File: config.mk
export PLATFORM = sky130hd
export DESIGN_NAME = vco_phase_decimator
export DESIGN_NICKNAME = d
export VERILOG_FILES = /design/src/rtl/vco_adc_pkg.sv /design/src/rtl/cic2_decimator.sv /design/src/rtl/vco_phase_decimator.sv
export SDC_FILE = /design/constraint.sdc
export NUM_CORES = 1
export LEC_CHECK = 0
export BUFFER_PORTS_ARGS = -buffer_cell sky130_fd_sc_hd__buf_2
export CORE_UTILIZATION = 45
export DETAILED_ROUTE_END_ITERATION = 10
export PLACE_DENSITY = 0.65
export SLEW_MARGIN = 25
export SYNTH_ARGS = -nofsm -noshare
export SYNTH_HDL_FRONTEND = slang
export SYNTH_HIERARCHICAL = 1
export SYNTH_SLANG_ARGS = --single-unit
export TNS_END_PERCENT = 30
File: constraint.sdc
create_clock -name clk -period 5.3 [get_ports clk]
set_input_delay 0.53 -clock clk [delete_from_list [all_inputs] [get_ports clk]]
set_output_delay 0.53 -clock clk [all_outputs]
set_load 0.01 [all_outputs]
File: src/rtl/vco_adc_pkg.sv
// Shared definitions for the VCO-based ADC: datapath widths and the decimator FSM state type.
package vco_adc_pkg;

    localparam int PHASE_WIDTH = 11;
    localparam int OSR_LOG2    = 9;
    localparam int OUT_WIDTH   = PHASE_WIDTH + 2 * OSR_LOG2;

    typedef enum logic [1:0] {
        IDLE   = 2'd0,
        PRIME  = 2'd1,
        WARMUP = 2'd2,
        RUN    = 2'd3
    } vco_adc_state_t;

endpackage

File: src/rtl/cic2_decimator.sv
// Second-order CIC (sinc^2) decimator by 2^OSR_LOG2 with modulo integrators and combs.
module cic2_decimator
    import vco_adc_pkg::*;
(
    input  logic                   clk,
    input  logic                   rst,
    input  logic                   clr,
    input  logic                   adv,
    input  logic [PHASE_WIDTH-1:0] d,
    output logic                   strobe,
    output logic [OUT_WIDTH-1:0]   c2
);

    logic [OUT_WIDTH-1:0] i1_q;
    logic [OUT_WIDTH-1:0] i2_q;
    logic [OUT_WIDTH-1:0] z1_q;
    logic [OUT_WIDTH-1:0] z2_q;
    logic [OUT_WIDTH-1:0] c1;
    logic [OSR_LOG2-1:0]  cnt_q;

    // Combs run on the pre-update integrator value; the result is only meaningful when strobe=1.
    assign strobe = adv && (cnt_q == '1);
    assign c1     = i2_q - z1_q;
    assign c2     = c1 - z2_q;

    always_ff @(posedge clk) begin
        if (rst || clr) begin
            i1_q  <= '0;
            i2_q  <= '0;
            z1_q  <= '0;
            z2_q  <= '0;
            cnt_q <= '0;
        end else if (adv) begin
            i1_q  <= i1_q + OUT_WIDTH'(d);
            i2_q  <= i2_q + i1_q;
            cnt_q <= cnt_q + 1'b1;
            if (strobe) begin
                z1_q <= i2_q;
                z2_q <= c1;
            end
        end
    end

endmodule

File: src/rtl/vco_phase_decimator.sv
// VCO-ADC back end: owns the VCO enable, differences the phase word, decimates it through
// a sinc^2 CIC and presents samples on a valid/ready output with a sticky overrun flag.
module vco_phase_decimator
    import vco_adc_pkg::*;
(
    input  logic                   clk,
    input  logic                   rst,
    input  logic                   en,
    output logic                   vco_enb,
    input  logic [PHASE_WIDTH-1:0] p,
    output logic [OUT_WIDTH-1:0]   dout,
    output logic                   dout_valid,
    input  logic                   dout_ready,
    output logic                   overrun
);

    vco_adc_state_t state_q, state_d;
    logic                   warm_q, warm_d;
    logic [PHASE_WIDTH-1:0] p_prev;
    logic [PHASE_WIDTH-1:0] d;
    logic                   clr;
    logic                   adv;
    logic                   strobe;
    logic [OUT_WIDTH-1:0]   c2;
    logic                   new_sample;

    assign clr        = !en && (state_q != IDLE);
    assign adv        = en && ((state_q == WARMUP) || (state_q == RUN));
    assign new_sample = strobe && (state_q == RUN);
    // Modulo subtraction absorbs the phase wrap of the VCO counter.
    assign d          = p - p_prev;

    // FSM: warm_q remembers that the first comb-fill strobe has already been discarded.
    always_comb begin
        state_d = state_q;
        warm_d  = warm_q;
        unique case (state_q)
            IDLE: begin
                if (en) state_d = PRIME;
            end
            PRIME: begin
                state_d = WARMUP;
                warm_d  = 1'b0;
            end
            WARMUP: begin
                if (strobe) begin
                    warm_d = 1'b1;
                    if (warm_q) state_d = RUN;
                end
            end
            RUN: begin
                state_d = RUN;
            end
            default: state_d = IDLE;
        endcase
        if (clr) begin
            state_d = IDLE;
            warm_d  = 1'b0;
        end
    end

    always_ff @(posedge clk) begin
        if (rst) begin
            state_q <= IDLE;
            warm_q  <= 1'b0;
            vco_enb <= 1'b1;
        end else begin
            state_q <= state_d;
            warm_q  <= warm_d;
            vco_enb <= (state_d == IDLE);
        end
    end

    // Phase differencer: p_prev is loaded in PRIME and every active clk after it.
    always_ff @(posedge clk) begin
        if (rst || clr) begin
            p_prev <= '0;
        end else if (en && (state_q != IDLE)) begin
            p_prev <= p;
        end
    end

    cic2_decimator u_cic (
        .clk    (clk),
        .rst    (rst),
        .clr    (clr),
        .adv    (adv),
        .d      (d),
        .strobe (strobe),
        .c2     (c2)
    );

    // Output holding register: a new sample only lands when the slot is empty or being drained.
    always_ff @(posedge clk) begin
        if (rst || clr) begin
            dout       <= '0;
            dout_valid <= 1'b0;
            overrun    <= 1'b0;
        end else if (new_sample && (!dout_valid || dout_ready)) begin
            dout       <= c2;
            dout_valid <= 1'b1;
        end else begin
            if (dout_valid && dout_ready) dout_valid <= 1'b0;
            if (new_sample)               overrun    <= 1'b1;
        end
    end

endmodule

# Word level (Yosys, flattened, before mapping)
# Index checks and enable logic that the tools add are counted.
# totals
ram_bits	0
latchBits	0
wordCells	54
memories	0
inputBits	15
output_inout_bits	32
reg_bits	171
mem_bits_ro	0
# classes
magnitude_cmp	0
reduce_logical	21
div_mod_pow	0
mux	9
n_mul	0
n_eq_ne	5
addsub	6
n_shift	0
bitwise_logic	1
# ops
operator	n
$sub A29 B29 Y29	2
$add A29 B11 Y29	1
$add A29 B29 Y29	1
$sub A11 B11 Y11	1
$add A9 B1 Y9 const B	1
$eq A9 B9 Y1 const B	1
$mux W2	4
$pmux W2 S4	1
$logic_and A1 B1 Y1	7
$reduce_and A2 Y1	3
$reduce_bool A2 Y1	3
$eq A2 B2 Y1 const B	2
$logic_not A2 Y1	2
$logic_or A1 B1 Y1	3
$mux W1	3
$eq A2 B1 Y1 const B	1
$logic_not A1 Y1	2
$ne A2 B2 Y1 const B	1
$pmux W1 S2	1
$reduce_or A2 Y1	1
$not A1 Y1	1

# Logic depth before layout (Yosys ltp)
# Gate-level depths: netlist of run 1.
# logic_depth
depth_word	8
mapped_depth	24
ltp_nobuf	23

# Modules after synthesis
# Netlist of run 1, hierarchy kept.
# by_module_without_submodules
module	n_inst	seq_area_each_um2	area_each_um2	cells_each
cic2_decimator	1	2502.4	9286.4	1206
vco_phase_decimator	1	920.9	2268.4	272

# Worst setup path before layout of run 1
# OpenSTA, ideal clock, no wires.
# synth_path
path_type	flip-flop to flip-flop
start	register u_cic.i2_q[0]
end	register dout[28]
required_time_ps	5234
path_stages_with_launch	24
setup_slack_ps	1087
setup_time_ps	66
n_path_buf	0
period_less_slack_ps	4213
arrival_ps	4147
cell_sequence	dfxtp_1 > inv_1 > ha_1 > inv_1 > fa_1 > a211oi_1 > o21ai_0 > o2111ai_1 > nand2_1 > a21o_1 > a21oi_1 > xnor2_1 > ha_1 > and2_1 > a22oi_1 > inv_1 > a31o_4 > a221o_1 > a21oi_2 > o21ai_2 > a211o_1 > xnor3_1 > nand2_1 > a21oi_2
# synth_via
elab_chain_len	2
# synth_lines
item	line_no	source
start, declared	cic2_decimator.sv:15	logic [OUT_WIDTH-1:0] i2_q;
start signal, assigned	cic2_decimator.sv:35	i2_q <= i2_q + i1_q;
$sub A29 B29 Y29	cic2_decimator.sv:23	assign c1 = i2_q - z1_q;
via u_cic.c1[10]	cic2_decimator.sv:18	logic [OUT_WIDTH-1:0] c1;
$sub A29 B29 Y29	cic2_decimator.sv:24	assign c2 = c1 - z2_q;
via c2[28]	vco_phase_decimator.sv:24	logic [OUT_WIDTH-1:0] c2;
end signal, assigned	vco_phase_decimator.sv:96	dout <= '0;
end signal, assigned	vco_phase_decimator.sv:100	dout <= c2;
end, declared	vco_phase_decimator.sv:11	output logic [OUT_WIDTH-1:0] dout,
# The timed path passes the listed nets, and every way through them passes these cells.
# A chain may end at the register's enable or synchronous reset.

# Worst setup path in the final report of run 1
# Same ends and word-level chain as after synthesis.

==> results of run 1 <==
[registers in the layout, summed over array words and instances (netlist names)]
name	count
u_cic/i1_q	29
u_cic/cnt_q	9
state_q	2
p_prev	11
dout	29
u_cic/z2_q	29
vco_enb	1
dout_valid	1
u_cic/z1_q	29
u_cic/i2_q	29
overrun	1
warm_q	1
[critical path: cells and delay by family (launching register included)]
family	cells	cell delay (ns)
flip-flops	1	0.34
adder cells (fa/ha/maj)	3	0.88
AO/OA/AOI/OAI	12	2.45
buffers and inverters	3	0.20
AND/OR/NAND/NOR	3	0.40
XOR/XNOR	2	0.37
[placed cells by master (no fill, tap or decap), drive strengths merged, types with 7 or more instances in the layout]
cell type / Yosys / routed
o21ai: 59 / 59
and2: 8 / 8
nand2b: 16 / 16
nor3: 22 / 22
ha: 107 / 107
xor2: 37 / 37
a31oi: 12 / 12
clkbuf: 46 / 19
nor2: 116 / 116
xnor2: 70 / 70
nor2b: 16 / 16
mux2i: 21 / 21
o21bai: 12 / 12
buf: 15 / 54
nand2: 224 / 224
a21o: 54 / 54
or3: 7 / 7
a21boi: 7 / 7
dfxtp: 171 / 171
a211oi: 17 / 17
nand4: 24 / 24
inv: 99 / 104
o21a: 9 / 9
and3: 10 / 10
o211ai: 8 / 8
nand3: 43 / 43
a21oi: 175 / 175
[cell families (layout without fill, tap and decap cells)]
group	Yosys count	after routing	share of synthesized area
AO/OA/AOI/OAI	402	402	0.226
XOR/XNOR	108	108	0.0831
adder cells (fa/ha/maj)	112	112	0.125
buffers and inverters	160	185	0.0566
flip-flops	171	171	0.296
multiplexers	21	21	0.0182
AND/OR/NAND/NOR	504	504	0.195
[routing by layer]
metal  share of wire  routed length, microns  vias up  track usage
met4           0.011                     284        0       0.0502
met5               0                       0        -            0
met3           0.028                     694       24       0.0327
li1                -                       -     5152            -
met1            0.50                   12700     4443        0.261
met2            0.46                   11500      161        0.331
[metrics by stage]
stage,hold slack [ns],total power [W],cells,util,instance area (sq um)
floorplan,0.432,0.00157,1478,-,11600
global route,0.355,0.00317,1833,0.503,12700
global placement,0.439,0.00162,1801,0.476,12000
CTS,0.352,0.00307,1833,0.502,12600
detailed placement,0.444,0.00162,1801,0.476,12000
finish,0.366,0.00304,1833,0.503,12700
[area by class of cell]
| cell class | count | share of cell area |
|---|---|---|
| Multi-Input combinational cell | 1147 | 0.592 |
| Sequential cell | 171 | 0.270 |
| Clock buffer | 19 | 0.0342 |
| Tap cell | 330 | 0.0326 |
| Inverter | 99 | 0.0294 |
| Timing Repair Buffer | 54 | 0.0229 |
| Clock inverter | 13 | 0.0187 |
[power groups by stage]
stage	registers [W]	clock network (W)	logic (W)
finish	0.00130	0.00145	0.000299
global route	0.00130	0.00154	0.000332
CTS	0.00130	0.00148	0.000300
detailed placement	0.00133	0	0.000295
global placement	0.00133	0	0.000293
floorplan	0.00132	0	0.000241
[path summary, 6_finish.rpt]
path | end | start | cells after the start
setup / recovery | dout[28] | u_cic/i2_q[0] | 23
hold reg to reg | p_prev[6] | p_prev[6] | 2
setup reg to reg | dout[28] | u_cic/i2_q[0] | 23
hold / removal | p_prev[5] | p[5] | 3
==> results.cfg, run 1 <==
[timing]
slew_violations = 0
timing.slew.headroom = 0.313
max_freq_mhz = 212
setup_slack_ns = 0.575
fin_skew_ns = 0.0137
fin_crit_sh = 0.892
worst_pin_slew_ns = 1.03
hold_viol_final = 0
finalSetupTns_ns = 0
rsz0062_at_grt = false
setup_violations = 0
min_period_ns = 4.73

[pwr]
p_leak_nw = 5.16
power-per-cell-area_nw_per_um2 = 240
share_seq_of_total_power = 0.426
switching_share = 0.242
vdd_ir_drop_max_uv = 148
power_frac_clock = 0.475
comb_power_share = 0.098
p_sw_w = 0.000734
p_int_w = 0.00231

[finish]
multiInputGateArea_sq_um = 7490
layout-drive-gt1-share = 0.0925
n_fill_cell = 2455
ff_latch_area_sq_um = 3420
nets = 1617
diodes = 0
syn2layout_area_growth_pct = 9.53

[yosys]
ys_seq_area_frac = 0.296
synth_seq_cells = 171
synthDistinctLibCells = 71
synth_edf_count = 0
netlist_area_sq_um = 11600
synth_top_area_share = 0.296
synth_common_cells = nand2_1 (224), dfxtp_1 (171), a21oi_1 (144)
syn_nets = 1605
syn_avg_cell_area_sq_um = 7.82
yosys_warnings = 6
yosysMostFrequentCell = nand2_1
synth_flop_cell = dfxtp_1
netlist_instances = 1478
yosysTopAreaCell = dfxtp_1
ys_async_sr_fraction = 0
synth.area.top_cells = dfxtp_1 (30%), ha_1 (12%), nand2_1 (7.3%), a21oi_1 (6.2%), xnor2_1 (5.3%)

[routing]
avgViaCountPerCell = 5.34
vias = 9780
remaining_drc_errors = 0
wirelength_microns = 25200
wl_per_cell_microns = 13.7
antenna_left = 0
first_pass_iters = 5
initialDrtViolationCount = 491

[min_path]
hold_path.class = input port to register

[clock_network]
cts_setup_buffers = 0
clock_sinks = 171
root_buffer = clkbuf_16
clock_path_buffers = 2
htree_levels = 4
numCtsBuffers = 17
cts.repair.resized = 0
hold_buffers = 0
cts.clk_slew.worst_paths_ns = 0.07
cts_tree = built
clock_latency_ns = 0.43

[global_route]
grt_overflow_total = 0
antenna_found_initial = 0
grt_pass1_wl_microns = 43100
grt_usage = 0.197
grt_pass1_vias = 9245
grt_max_degree = 63

[floorplanning]
die_height_microns = 162
die_area_sq_um = 26300
pin_count = 47
core_area_sq_um = 25200
dieWidth_microns = 162
rows = 58
start_util = 0.459

[placed_design]
io_buffers = 46
dp_hpwl_microns = 18200
dp_slack_ns = 0.601
gp_congestion = 0.848

[setup_path]
crit_top_cell = inv_1
reg2reg_slack_ns = 0.57
crit_chain = inv_1 -> ha_1 -> inv_1 -> fa_1 -> a211oi_1 -> o21ai_0 -> o2111ai_1 -> nand2_1 -> a21o_1 -> a21oi_1 -> xnor2_1 -> ha_1 -> and2_1 -> a22oi_1 -> inv_1 -> a31o_4 -> a221o_1 -> a21oi_2 -> o21ai_2 -> a211o_1 -> xnor3_1 -> nand2_1 -> a21oi_2
crit_path_start_kind = register
crit_slowest_cell = fa_1
path_class = register to register
worstPathMaxFanout = 5
crit_path_max_incr_delay_ns = 0.41
cp-end-kind = register
required_ns = 5.65
arrival_ns = 5.08

[run_status]
status = completed

[job]
cap_viol_max_count = 0
Power figures use the tool's default switching activity.
==> run 2: changes to the inputs <==
PLACE_DENSITY = 0.68   (was 0.65)
clock period = 3.9 ns   (was 5.3 ns; I/O delays follow)
==> run 2 against run 1 <==
Against the previous run: the flow now finishes with violations (negative setup slack); global-route usage rose by 0.73 points; sequential power rose by 35%; non-clock buffer count rose by 112; setup slack got worse by 0.81 ns; final area rose by 7.8%; sequential share of layout area fell by 1.9 points; core utilization rose by 3.9 points; cell count rose by 6.1%; worst hold slack got worse by 0.14 ns; first-iteration DRC count rose by 3.9%; combinational power rose by 58%; clock power rose by 21%.
==> results.cfg, run 2 (synthesis results as in run 1) <==
[timing]
setup_violations = 9
fin_crit_sh = 1.06
fin_skew_ns = 0.0137
rsz0062_at_grt = true
finalHoldWorstSlack_ns = 0.230
min_period_ns = 4.13
slew_violations = 0
setup_slack_ns = -0.233
max_freq_mhz = 242
hold_viol_final = 0
worst_pin_slew_ns = 1.04
timing.slew.headroom = 0.307
finalSetupTns_ns = -1.10

[placed_design]
gp_congestion = 0.896
dp_hpwl_microns = 18800
io_buffers = 46
dpl-instance-area_sq_um = 12800

[finish]
n_fill_cell = 2341
layout-drive-gt1-share = 0.178
syn2layout_area_growth_pct = 18.1
nets = 1729
final_common_cell = nand2_1
final_cell_mix = nand2_1 (223), dfxtp_1 (169), a21oi_1 (138), buf_4 (119), nor2_1 (113)
diodes = 0
ff_latch_area_sq_um = 3430
fin_area_sq_um = 13600
multiInputGateArea_sq_um = 7690

[clock_network]
numCtsBuffers = 17
clock_latency_ns = 0.43
htree_levels = 4
clock_path_buffers = 2
cts_tree = built
root_buffer = clkbuf_16
cts.clk_slew.worst_paths_ns = 0.07
clock_sinks = 171

[global_route]
grt_max_degree = 61
grt_pass1_vias = 9743
grt_pass1_wl_microns = 44700
antenna_found_initial = 0
grt_usage = 0.204
grt_overflow_total = 0

[setup_path]
cp-end-kind = register
worstPathMaxFanout = 3
crit_path_start_kind = register
required_ns = 4.26
arrival_ns = 4.49
path_class = register to register

[floorplanning]
dieWidth_microns = 162
die_height_microns = 162
start_util = 0.459
die_area_sq_um = 26300
rows = 58
core_area_sq_um = 25200
pin_count = 47

[run_status]
violations = negative setup slack
status = finished, violations left

[pwr]
p_leak_nw = 5.73
vdd_ir_drop_max_uv = 226
power-per-cell-area_nw_per_um2 = 292
power_w = 0.00399

[routing]
initialDrtViolationCount = 510
avgViaCountPerCell = 5.22
vias = 10100
first_pass_iters = 5
wl_per_cell_microns = 13.3
remaining_drc_errors = 0
wirelength_microns = 25900
antenna_left = 0

[min_path]
hold_path.class = input port to register

[job]
cap_viol_max_count = 0
## run 2: cell count changes in the layout (fill, tap and decap cells not counted), sizes merged
| cell | delta |
|---|---|
| buf | +112 |
| clkbuf | +2 |
| inv | -5 |
| clkinv | +5 |
| bufinv | -3 |
## run 2: metal layers
| metal | routed length, microns | track usage | vias up |
|---|---|---|---|
| met5 | 0 | 0 | - |
| met3 | 788 | 0.0289 | 36 |
| met2 | 11700 | 0.345 | 188 |
| li1 | - | - | 5383 |
| met1 | 12800 | 0.265 | 4535 |
| met4 | 520 | 0.0712 | 0 |
## run 2: cell type report
cell class	count	area share
clock buffers	21	0.0338
clock inverters	10	0.0105
inverters	99	0.0272
multi-input cells	1147	0.564
flip-flops and latches	171	0.251
well taps	330	0.0303
repair buffers	166	0.0835
## run 2: stage by stage
step                std cells  worst slack, ns  utilization
floorplan                1478          -0.0501            -
global placement         1907           -0.246        0.509
detailed placement       1907           -0.386        0.509
CTS                      1941           -0.228        0.538
global route             1944           -0.495        0.542
finish                   1944           -0.233        0.542
## run 2: power by group
group | switching, W | internal, W | total, W
registers | 0.00000641 | 0.00175 | 0.00176
logic | 0.000256 | 0.000216 | 0.000472
clock network | 0.000714 | 0.00104 | 0.00176
## run 2: path summary, 6_finish.rpt
check	startpoint	end	slack (ns)	cells after the start
worst min-delay path	p[0]	p_prev[0]	0.23	3
worst min register to register	p_prev[9]	p_prev[9]	0.45	2
worst max register to register	u_cic/i2_q[0]	dout[28]	-0.23	23
worst max-delay path	u_cic/i2_q[0]	dout[28]	-0.23	23
## run 2: what timing repair did
item | in CTS | in global routing
endpoints found under the hold margin | 0 | 0
pin swaps | 12 | 14
setup buffers | 3 | 3
hold buffers | 0 | 0
endpoints found under the setup margin | 14 | 17
resized for setup | 24 | 17
## run 2: critical path, stage by stage (launching register included)
cell       delay, ns
dfxtp_2         0.32
inv_2           0.06
ha_4            0.12
inv_2           0.04
fa_2            0.38
a211oi_4        0.26
o21ai_2         0.08
o2111ai_2       0.10
nand2_1         0.10
a21o_1          0.18
a21oi_2         0.16
xnor2_2         0.16
ha_4            0.25
and2_4          0.15
a22oi_2         0.11
inv_1           0.07
a31o_4          0.22
a221o_1         0.35
a21oi_2         0.17
o21ai_2         0.09
a211o_1         0.26
xnor3_1         0.21
nand2_1         0.07
a21oi_2         0.13
==> run 3: changes to the inputs <==
RECOVER_POWER = 50   (was unset)
==> run 3 against run 2 <==
Against the previous run: the flow finishes with violations (max-capacitance violations, max-slew violations, negative setup slack); flip-flop and latch count is the same; die area is the same; cell count is the same; register-to-register slack is essentially flat; combinational power is essentially flat; global-route usage is the same; sequential share of layout area grew 0.093 points; via count grew 0.20%; worst hold slack lost 0.0015 ns; final area shrank 0.37%; non-clock buffer count is the same.
==> results.cfg, run 3 (synthesis results as in run 1) <==
[setup_path]
crit_path_end = dout[28]
reg2reg_to = dout[28]
required_ns = 4.26
worstPathMaxFanout = 3
cp-end-kind = register
reg2reg_slack_ns = -0.23
crit_path_start_kind = register
crit-reg2reg-launch = u_cic/i2_q[0]
path_class = register to register
arrival_ns = 4.49
r2r_cells = 23
startpoint = u_cic/i2_q[0]

[placed_design]
place_inst = 1907
dpl-instance-area_sq_um = 12800
dp_hpwl_microns = 18800
gp_congestion = 0.896
io_buffers = 46

[floorplanning]
dieWidth_microns = 162
core_area_sq_um = 25200
die_height_microns = 162
die_area_sq_um = 26300
rows = 58
pin_count = 47
start_util = 0.459

[timing]
hold_viol_final = 0
min_period_ns = 4.13
max_freq_mhz = 242
slew_violations = 56
setup_violations = 9
timing.slew.headroom = -0.387
rsz0062_at_grt = true
fin_crit_sh = 1.06
worst_pin_slew_ns = 2.08
fin_skew_ns = 0.0139
finalSetupTns_ns = -1.13
setup_slack_ns = -0.233

[clock_network]
cts_tree = built
clock_latency_ns = 0.43
root_buffer = clkbuf_16
numCtsBuffers = 17
clock_path_buffers = 2
clock_sinks = 171
htree_levels = 4
cts.clk_slew.worst_paths_ns = 0.07

[routing]
first_pass_iters = 5
vias = 10200
wl_per_cell_microns = 13.3
wirelength_microns = 25900
antenna_left = 0
initialDrtViolationCount = 507
avgViaCountPerCell = 5.23
remaining_drc_errors = 0

[pwr]
p_leak_nw = 5.59
power_frac_clock = 0.440
share_seq_of_total_power = 0.441
vdd_ir_drop_max_uv = 220
p_int_w = 0.00301
p_sw_w = 0.000977
switching_share = 0.245
power-per-cell-area_nw_per_um2 = 293
comb_power_share = 0.118

[run_status]
status = finished, violations left
violations = max-capacitance violations, max-slew violations, negative setup slack

[finish]
multiInputGateArea_sq_um = 7680
ff_latch_area_sq_um = 3430
syn2layout_area_growth_pct = 17.6
nets = 1729
diodes = 0
utilization = 0.540
layout-drive-gt1-share = 0.156
final_common_cell = nand2_1
final_cells = 1944
final_cell_mix = nand2_1 (223), dfxtp_1 (169), a21oi_1 (138), buf_4 (117), nor2_1 (113)
fin_area_sq_um = 13600
n_fill_cell = 2366

[global_route]
grt_pass1_vias = 9743
antenna_found_initial = 0
grt_usage = 0.204
grt_pass1_wl_microns = 44700
grt_overflow_total = 0
grt_max_degree = 61

[min_path]
hold_path.class = input port to register

[job]
cap_viol_max_count = 1
==> run 3: changes by cell type in the layout (fill, tap and decap cells not counted), sizes merged <==
cell / before / now
clkbuf: 21 / 55
buf: 166 / 132
==> run 3: critical path, stage by stage (launching register included) <==
cell and delay (ns):
dfxtp_2 0.32, inv_2 0.06, ha_4 0.12, inv_2 0.04, fa_2 0.38, a211oi_4 0.26, o21ai_2 0.08, o2111ai_2 0.10
nand2_1 0.10, a21o_1 0.18, a21oi_2 0.16, xnor2_2 0.16, ha_4 0.25, and2_4 0.15, a22oi_2 0.11, inv_1 0.07
a31o_4 0.22, a221o_1 0.35, a21oi_2 0.17, o21ai_2 0.09, a211o_1 0.26, xnor3_1 0.21, nand2_1 0.07, a21oi_2 0.13
==> run 3: how the worst min path moves through the flow <==
stage,from,end,slack [ns],cells after the start
6_report,p[0],p_prev[0],0.23,3
5_1_grt,p[0],p_prev[0],0.23,3
3_3_place_gp,p_prev[9],p_prev[9],0.44,2
3_5_place_dp,p_prev[3],p_prev[3],0.44,2
4_1_cts,p[0],p_prev[0],0.21,3
2_1_floorplan,p_prev[1],p_prev[1],0.43,2
==> run 3: power by group through the flow <==
stage / clock network, W / logic [W] / registers (W)
CTS: 0.00180 / 0.000466 / 0.00176
global placement: 0 / 0.000440 / 0.00180
global route: 0.00187 / 0.000523 / 0.00176
detailed placement: 0 / 0.000447 / 0.00180
floorplan: 0 / 0.000328 / 0.00180
finish: 0.00176 / 0.000471 / 0.00176
==> run 3: routing by layer <==
metal  up-vias  global-route usage  routed length [microns]
met3        38              0.0289                      853
li1       5384                   -                        -
met5         -                   0                        0
met4         0              0.0712                      525
met2       198               0.345                    11700
met1      4542               0.265                    12800
==> run 3: layout make-up <==
type | count | share of cell area
Sequential cell | 171 | 0.252
Clock buffer | 21 | 0.0339
Clock inverter | 10 | 0.0105
Multi-Input combinational cell | 1147 | 0.565
Inverter | 99 | 0.0273
Timing Repair Buffer | 166 | 0.0806
Tap cell | 330 | 0.0304
==> run 3: metrics by stage <==
| step | worst slack [ns] | hold WS, ns | power, W |
|---|---|---|---|
| 6_report | -0.233 | 0.229 | 0.00399 |
| 5_1_grt | -0.495 | 0.225 | 0.00415 |
| 4_1_cts | -0.228 | 0.212 | 0.00402 |
| 3_5_place_dp | -0.386 | 0.444 | 0.00225 |
| 3_3_place_gp | -0.246 | 0.438 | 0.00224 |
| 2_1_floorplan | -0.0501 | 0.432 | 0.00213 |
==> run 3: repair_timing <==
| item | in CTS | in global routing |
|---|---|---|
| gates resized for setup | 24 | 17 |
| pin swaps | 12 | 14 |
| gates cloned | 0 | 0 |
| setup buffers | 3 | 3 |
| hold buffers | 0 | 0 |
| endpoints found under the setup margin | 14 | 17 |
